===== config.mk =====
export PLATFORM = sky130hd
export DESIGN_NAME = muldiv_ctrl
export DESIGN_NICKNAME = d
export VERILOG_FILES = /design/src/rtl/muldiv_pkg.sv /design/src/rtl/muldiv_lat_cnt.sv /design/src/rtl/muldiv_ctrl.sv
export SDC_FILE = /design/constraint.sdc
export NUM_CORES = 1
export LEC_CHECK = 0
export BUFFER_PORTS_ARGS = -buffer_cell sky130_fd_sc_hd__buf_4
export CORE_UTILIZATION = 30
export CTS_BUF_LIST = sky130_fd_sc_hd__clkbuf_8
export DETAILED_ROUTE_END_ITERATION = 7
export GPL_ROUTABILITY_DRIVEN = 0
export PLACE_DENSITY = 0.63
export SLEW_MARGIN = 20
export SYNTH_ARGS = -nofsm -noshare
export SYNTH_HDL_FRONTEND = slang
export SYNTH_SLANG_ARGS = --single-unit

===== constraint.sdc =====
create_clock -name clk -period 11.2 [get_ports clk]
set_input_delay 0.56 -clock clk [delete_from_list [all_inputs] [get_ports clk]]
set_output_delay 0.56 -clock clk [all_outputs]
set_load 0.02 [all_outputs]

===== src/rtl/muldiv_pkg.sv =====
// Shared types and constants for the EXE-stage multiply/divide sequencer.
package muldiv_pkg;

    typedef enum logic [1:0] {
        IDLE      = 2'd0,
        DIV_BUSY  = 2'd1,
        MULT_BUSY = 2'd2,
        DONE      = 2'd3
    } muldiv_state_t;

    // Width of a {hi,lo} result pair.
    localparam int MULDIV_RES_W = 64;

    // ALU control codes of the multi-cycle ops, same values as the ALU decoder.
    localparam logic [7:0] EXE_MULT_OP  = 8'b0001_1000;
    localparam logic [7:0] EXE_MULTU_OP = 8'b0001_1001;
    localparam logic [7:0] EXE_DIV_OP   = 8'b0001_1010;
    localparam logic [7:0] EXE_DIVU_OP  = 8'b0001_1011;

    // Decode helpers for the stage that drives op_is_div_i / op_is_mult_i.
    function automatic logic is_div_op(input logic [7:0] aluop);
        return (aluop == EXE_DIV_OP) || (aluop == EXE_DIVU_OP);
    endfunction

    function automatic logic is_mult_op(input logic [7:0] aluop);
        return (aluop == EXE_MULT_OP) || (aluop == EXE_MULTU_OP);
    endfunction

endpackage


===== src/rtl/muldiv_lat_cnt.sv =====
// Loadable down-counter with a zero flag. Shared between the multiplier
// latency countdown and the divider watchdog (the two never run together).
module muldiv_lat_cnt #(
    parameter int W = 6
) (
    input  logic         clk,
    input  logic         rst,
    input  logic         load,
    input  logic [W-1:0] load_val,
    input  logic         dec,
    output logic         zero
);

    logic [W-1:0] count;

    // Load wins over decrement; the count holds at zero instead of wrapping.
    always_ff @(posedge clk or posedge rst) begin
        if (rst) begin
            count <= '0;
        end else if (load) begin
            count <= load_val;
        end else if (dec && (count != '0)) begin
            count <= count - W'(1);
        end
    end

    assign zero = (count == '0);

endmodule


===== src/rtl/muldiv_ctrl.sv =====
// Sequencer for the multi-cycle MULT/MULTU/DIV/DIVU resources of the EXE
// stage: launches the divider or times the multiplier, stalls the front of
// the pipe until a result is registered, and holds it until EX advances.
module muldiv_ctrl
    import muldiv_pkg::*;
#(
    parameter int MULT_LAT    = 2,
    parameter int DIV_TIMEOUT = 40
) (
    input  logic                    clk,
    input  logic                    rst,
    input  logic                    op_valid_i,
    input  logic                    op_is_div_i,
    input  logic                    op_is_mult_i,
    input  logic [31:0]             op_a_i,
    input  logic [31:0]             op_b_i,
    input  logic                    pipe_stall_i,
    input  logic                    flush_i,
    input  logic [31:0]             mem_excepttype_i,
    input  logic                    div_ready_i,
    input  logic [MULDIV_RES_W-1:0] div_result_i,
    input  logic [MULDIV_RES_W-1:0] mult_result_i,
    output logic                    div_start_o,
    output logic                    div_annul_o,
    output logic [31:0]             div_op_a_o,
    output logic [31:0]             div_op_b_o,
    output logic                    stall_o,
    output logic                    result_valid_o,
    output logic [31:0]             hi_o,
    output logic [31:0]             lo_o
);

    localparam int CNT_MAX = (DIV_TIMEOUT > MULT_LAT) ? DIV_TIMEOUT : MULT_LAT;
    localparam int CNT_W   = $clog2(CNT_MAX + 1);

    muldiv_state_t           state, state_n;
    logic                    kill;
    logic                    cnt_load, cnt_dec, cnt_zero;
    logic [CNT_W-1:0]        cnt_val;
    logic                    cap_div, cap_mult, timeout;
    logic [MULDIV_RES_W-1:0] result_q;

    assign kill = flush_i | (mem_excepttype_i != 32'd0);

    muldiv_lat_cnt #(.W(CNT_W)) u_cnt (
        .clk      (clk),
        .rst      (rst),
        .load     (cnt_load),
        .load_val (cnt_val),
        .dec      (cnt_dec),
        .zero     (cnt_zero)
    );

    // State register.
    // NOTE: clocked state uses non-blocking (<=) so every flop samples pre-edge values.
    always_ff @(posedge clk or posedge rst) begin
        if (rst) state <= IDLE;
        else     state <= state_n;
    end

    // Next state, counter control, capture strobes and stall.
    // NOTE: every signal gets a default first, so no path can infer a latch.
    always_comb begin
        state_n  = state;
        cnt_load = 1'b0;
        cnt_val  = '0;
        cnt_dec  = 1'b0;
        cap_div  = 1'b0;
        cap_mult = 1'b0;
        timeout  = 1'b0;
        stall_o  = 1'b0;
        unique case (state)
            IDLE: begin
                // Div wins if both op flags are (illegally) set.
                if (op_valid_i && op_is_div_i && !kill) begin
                    state_n  = DIV_BUSY;
                    cnt_load = 1'b1;
                    cnt_val  = CNT_W'(DIV_TIMEOUT - 1);
                    stall_o  = 1'b1;
                end else if (op_valid_i && op_is_mult_i && !kill) begin
                    state_n  = MULT_BUSY;
                    cnt_load = 1'b1;
                    cnt_val  = CNT_W'(MULT_LAT - 1);
                    stall_o  = 1'b1;
                end
            end
            DIV_BUSY: begin
                // A div_ready_i coincident with kill is dropped.
                if (kill) begin
                    state_n = IDLE;
                end else begin
                    stall_o = 1'b1;
                    if (div_ready_i) begin
                        cap_div = 1'b1;
                        state_n = DONE;
                    end else if (cnt_zero) begin
                        timeout = 1'b1;
                        state_n = DONE;
                    end else begin
                        cnt_dec = 1'b1;
                    end
                end
            end
            MULT_BUSY: begin
                if (kill) begin
                    state_n = IDLE;
                end else begin
                    stall_o = 1'b1;
                    if (cnt_zero) begin
                        cap_mult = 1'b1;
                        state_n  = DONE;
                    end else begin
                        cnt_dec = 1'b1;
                    end
                end
            end
            DONE: begin
                // Leave only once the instruction moves out of EX, so it is
                // never launched twice.
                if (kill || !pipe_stall_i) state_n = IDLE;
            end
            default: state_n = IDLE;
        endcase
    end

    // Registered outputs: divider handshake pulses, latched operands, result.
    always_ff @(posedge clk or posedge rst) begin
        if (rst) begin
            div_start_o    <= 1'b0;
            div_annul_o    <= 1'b0;
            div_op_a_o     <= '0;
            div_op_b_o     <= '0;
            result_valid_o <= 1'b0;
            result_q       <= '0;
        end else begin
            div_start_o    <= (state == IDLE) && (state_n == DIV_BUSY);
            div_annul_o    <= (state == DIV_BUSY) && (kill || timeout);
            result_valid_o <= (state_n == DONE);
            if ((state == IDLE) && (state_n == DIV_BUSY)) begin
                div_op_a_o <= op_a_i;
                div_op_b_o <= op_b_i;
            end
            if (cap_div)       result_q <= div_result_i;
            else if (cap_mult) result_q <= mult_result_i;
            else if (timeout)  result_q <= '0;
        end
    end

    assign hi_o = result_q[MULDIV_RES_W-1:MULDIV_RES_W/2];
    assign lo_o = result_q[MULDIV_RES_W/2-1:0];

endmodule


==> flow_results.xml <==
<?xml version="1.0" encoding="UTF-8"?>
<metrics>
  <group name="global_route">
    <metric name="grt_pass1_vias" unit="">4951</metric>
    <metric name="groute.usage.overall" unit="%">16.8</metric>
    <metric name="antenna_found_initial" unit="">0</metric>
    <metric name="grt.overflow.total" unit="">0</metric>
    <metric name="global_route_wire_length_before_repair" unit="mm">26.1</metric>
    <metric name="grt_start_max_net_pins" unit="">72</metric>
  </group>
  <group name="finish">
    <metric name="mostFrequentLayoutCells" unit="">sky130_fd_sc_hd__buf_4, sky130_fd_sc_hd__dfrtp_1, sky130_fd_sc_hd__inv_1</metric>
    <metric name="fraction_of_final_layout_cells_with_drive_strength_greater_than_1" unit="%">57.9</metric>
    <metric name="post_layout_nonfiller_instances" unit="">1080</metric>
    <metric name="layout-area-overhead-vs-synth" unit="%">56.8</metric>
    <metric name="final_nets" unit="">1042</metric>
    <metric name="diodes" unit="">0</metric>
    <metric name="leading_cell_type_in_the_layout_fill_and_taps_excluded" unit="">sky130_fd_sc_hd__buf_4</metric>
  </group>
  <group name="placed_design">
    <metric name="dp.final_hpwl" unit="mm">13.1</metric>
    <metric name="place.port_buffers" unit="">363</metric>
    <metric name="placed_cells" unit="">1049</metric>
  </group>
  <group name="sta">
    <metric name="number_of_hold_slack_violations_in_the_final_timing_report" unit="">0</metric>
    <metric name="max_freq" unit="MHz">286</metric>
    <metric name="min_period" unit="ns">3.49</metric>
    <metric name="skew" unit="ns">0.00768</metric>
    <metric name="unrepaired_setup_endpoints_after_global_routing" unit="">false</metric>
    <metric name="fin_tns_setup" unit="ns">0</metric>
    <metric name="timing.slew.headroom" unit="%">35.7</metric>
    <metric name="finalSetupViolations" unit="">0</metric>
    <metric name="slew_at_the_pin_closest_to_its_max_slew_limit" unit="ns">0.965</metric>
    <metric name="timing.final.max_slew_violations" unit="">0</metric>
    <metric name="fin_crit_sh" unit="%">31.2</metric>
  </group>
  <group name="synthesis">
    <metric name="syn-num-nets" unit="">682</metric>
    <metric name="postSynthRegisterBits" unit="">139</metric>
    <metric name="yosys_warnings" unit="">0</metric>
    <metric name="netlist-cell-type-count" unit="">38</metric>
    <metric name="postSynthAreaPerCell" unit="µm²">13.5</metric>
    <metric name="netlist_area" unit="µm²">5970</metric>
    <metric name="synthesis.instances" unit="">443</metric>
    <metric name="synth-seq-area-share" unit="%">58.2</metric>
  </group>
  <group name="cts">
    <metric name="clock_sinks" unit="">139</metric>
    <metric name="register_clock_pin_slew_on_the_reported_worst_setup_and_hold_paths" unit="ns">0.08</metric>
    <metric name="cts_setup_buffers" unit="">0</metric>
    <metric name="clk_root_buffer_cell" unit="">sky130_fd_sc_hd__clkbuf_8</metric>
    <metric name="cts-htree-levels" unit="">4</metric>
    <metric name="tritoncts" unit="">yes</metric>
    <metric name="cts_inserted_buffers" unit="">17</metric>
    <metric name="cts_max_path_buffers" unit="">2</metric>
    <metric name="clkLatencyLatePin" unit="ns">0.44</metric>
    <metric name="cts-resized-gates" unit="">0</metric>
    <metric name="cts_hold_repair.buffers" unit="">0</metric>
  </group>
  <group name="floorplanning">
    <metric name="num_io_pins" unit="">364</metric>
    <metric name="floorplan.die_area" unit="µm²">20500</metric>
    <metric name="floorplan.die.width" unit="µm">143</metric>
    <metric name="placeableCoreArea" unit="µm²">19500</metric>
    <metric name="initial_core_util" unit="%">30.7</metric>
    <metric name="core.rowCount" unit="">51</metric>
    <metric name="die_h" unit="µm">143</metric>
  </group>
  <group name="pwr">
    <metric name="p_per_area" unit="nW/µm²">108</metric>
    <metric name="peak_vdd_ir" unit="mV">0.0590</metric>
    <metric name="power.static_leakage" unit="nW">5.37</metric>
  </group>
  <group name="critical_path">
    <metric name="timing.critical_path.fanout_max" unit="">56</metric>
    <metric name="critical_path.startpoint_type" unit="">primary input</metric>
    <metric name="critical_path.cell_chain" unit="">buf_4 -&gt; nor4_1 -&gt; nand3_1 -&gt; or3_1 -&gt; nor3_1 -&gt; a22oi_1 -&gt; a211oi_4 -&gt; buf_4 -&gt; mux2_2</metric>
    <metric name="cp_peak_stage_delay" unit="ns">0.82</metric>
    <metric name="worstSetupPathType" unit="">in2reg</metric>
    <metric name="critical-path-slowest-cell" unit="">sky130_fd_sc_hd__buf_4</metric>
    <metric name="worstPathArrival" unit="ns">3.82</metric>
    <metric name="cp_common_cell" unit="">sky130_fd_sc_hd__buf_4</metric>
    <metric name="endpoint_class_of_the_critical_path" unit="">flop</metric>
    <metric name="crit_required" unit="ns">11.53</metric>
  </group>
  <group name="routing">
    <metric name="vias_per_cell" unit="">4.71</metric>
    <metric name="detailroute.via_count" unit="">5084</metric>
    <metric name="drtPass1Iterations" unit="">8</metric>
    <metric name="final_antenna_net_count" unit="">0</metric>
    <metric name="detail_route.wirelength" unit="mm">18.0</metric>
    <metric name="post_drt_wl_per_cell" unit="µm">16.6</metric>
    <metric name="drt_iter0_drc" unit="">404</metric>
    <metric name="detail_route.drc_violations" unit="">0</metric>
  </group>
  <group name="outcome">
    <metric name="status" unit="">finished, final reports clean</metric>
  </group>
  <group name="run">
    <metric name="max-cap-violations" unit="">0</metric>
  </group>
  <group name="min_path">
    <metric name="holdCritPathClass" unit="">in2async</metric>
  </group>
</metrics>
critical path: cells and delay by family:
kind                   cells  cell delay (ns)
muxes                      1             0.42
buffers and inverters      2             0.93
AOI/OAI and AO/OA          2             0.59
and+or+nand+nor            4             1.25
state kept, by name, summed over array words and instances, names as in the netlist:
register	flops
result_q	64
div_op_a_o	32
div_op_b_o	32
u_cnt.count	6
state	2
div_annul_o	1
div_start_o	1
result_valid_o	1
per-stage QoR:
stage	setup slack, ns	cell area, µm²	utilization (%)	power [W]	hold WS, ns
final	7.71	9370	48.1	0.00101	0.197
after detailed placement	7.25	8940	45.9	0.000588	0.478
after floorplan	6.92	5970	-	0.000521	0.511
after CTS	7.75	9370	48.1	0.00103	0.190
after global placement	7.33	8940	45.9	0.000587	0.472
after global routing	7.50	9370	48.1	0.00106	0.210
path summary, 6_finish.rpt:
kind / start / slack [ns] / endpoint / cells past startpoint
worst max-delay path: mem_excepttype_i[21] / 7.71 / div_op_a_o[26] / 9
worst min-delay path: rst / 0.20 / div_op_a_o[25] / 2
worst max register to register: u_cnt.count[2] / 7.77 / div_op_a_o[26] / 8
worst min register to register: result_q[60] / 0.49 / result_q[60] / 2
max in group asynchronous: rst / 9.66 / div_op_a_o[13] / 3
min in group clk: op_b_i[28] / 0.34 / div_op_b_o[28] / 2
cells in the mapped netlist:
master,count,share of area (%)
sky130_fd_sc_hd__or3_1,1,0.10
sky130_fd_sc_hd__buf_6,6,1.1
sky130_fd_sc_hd__nor3b_2,1,0.21
sky130_fd_sc_hd__a211oi_2,2,0.42
sky130_fd_sc_hd__o22ai_1,1,0.10
sky130_fd_sc_hd__dfrtp_1,139,58
sky130_fd_sc_hd__o21bai_1,1,0.13
sky130_fd_sc_hd__a31oi_1,1,0.10
sky130_fd_sc_hd__clkbuf_1,19,1.2
sky130_fd_sc_hd__a222oi_1,64,11
sky130_fd_sc_hd__nor3_1,4,0.34
sky130_fd_sc_hd__or2_2,1,0.10
sky130_fd_sc_hd__and3_1,1,0.10
sky130_fd_sc_hd__o21ai_0,3,0.25
sky130_fd_sc_hd__a22oi_1,1,0.13
sky130_fd_sc_hd__mux2_4,49,12
sky130_fd_sc_hd__nor4_1,11,1.2
sky130_fd_sc_hd__or3b_1,1,0.15
sky130_fd_sc_hd__inv_1,71,4.5
sky130_fd_sc_hd__o31ai_2,1,0.21
sky130_fd_sc_hd__nor2b_1,1,0.10
sky130_fd_sc_hd__o211ai_1,1,0.13
sky130_fd_sc_hd__ha_1,7,1.5
sky130_fd_sc_hd__nand2_1,11,0.69
sky130_fd_sc_hd__xnor2_1,5,0.73
sky130_fd_sc_hd__nor2_1,7,0.44
sky130_fd_sc_hd__mux2_2,16,3.0
sky130_fd_sc_hd__o32ai_1,1,0.15
sky130_fd_sc_hd__nand3_1,1,0.084
sky130_fd_sc_hd__mux2i_1,1,0.17
sky130_fd_sc_hd__or3_4,1,0.19
sky130_fd_sc_hd__and2_1,1,0.10
sky130_fd_sc_hd__a21oi_1,4,0.34
sky130_fd_sc_hd__o2111ai_1,1,0.15
sky130_fd_sc_hd__buf_2,2,0.17
sky130_fd_sc_hd__o21ai_1,1,0.084
sky130_fd_sc_hd__nand4_1,3,0.31
sky130_fd_sc_hd__o21a_1,1,0.13
area by class of cell:
| cell class | instances | area, µm² |
|---|---|---|
| inverter | 71 | 272 |
| fill | 1828 | 10100 |
| clock inverter | 12 | 163 |
| timing repair buffer | 368 | 2760 |
| multi-input combinational | 206 | 2100 |
| clock buffer | 19 | 262 |
| tap | 265 | 332 |
| sequential | 139 | 3480 |
kinds of logic (layout without fill, tap and decap cells):
family                   Yosys count  count (layout)  share of synthesized area, %
AO/OA/AOI/OAI                     83              83                          13.0
flip-flops                       139             139                          58.2
buffers and inverters             98             470                          6.95
XOR/XNOR                           5               5                         0.733
AND/OR/NAND/NOR                   45              45                          4.09
multiplexers                      66              66                          15.5
adder cells (fa/ha/maj)            7               7                          1.47
report_power, final:
| group | leakage, nW | internal, W | switching, W |
|---|---|---|---|
| Combinational | 3.22 | 0.0000517 | 0.0000236 |
| Sequential | 1.93 | 0.000501 | 0.00000000000701 |
| Clock | 0.215 | 0.000235 | 0.000202 |
| Total | 5.37 | 0.000788 | 0.000225 |
metal layers:
metal  share of wire [%]  GRT usage (%)
met5                   0              0
met4                0.86           4.58
met3                 9.6           5.90
met2                  49           28.0
met1                  40           20.5
(Power assumes the default switching activity.)
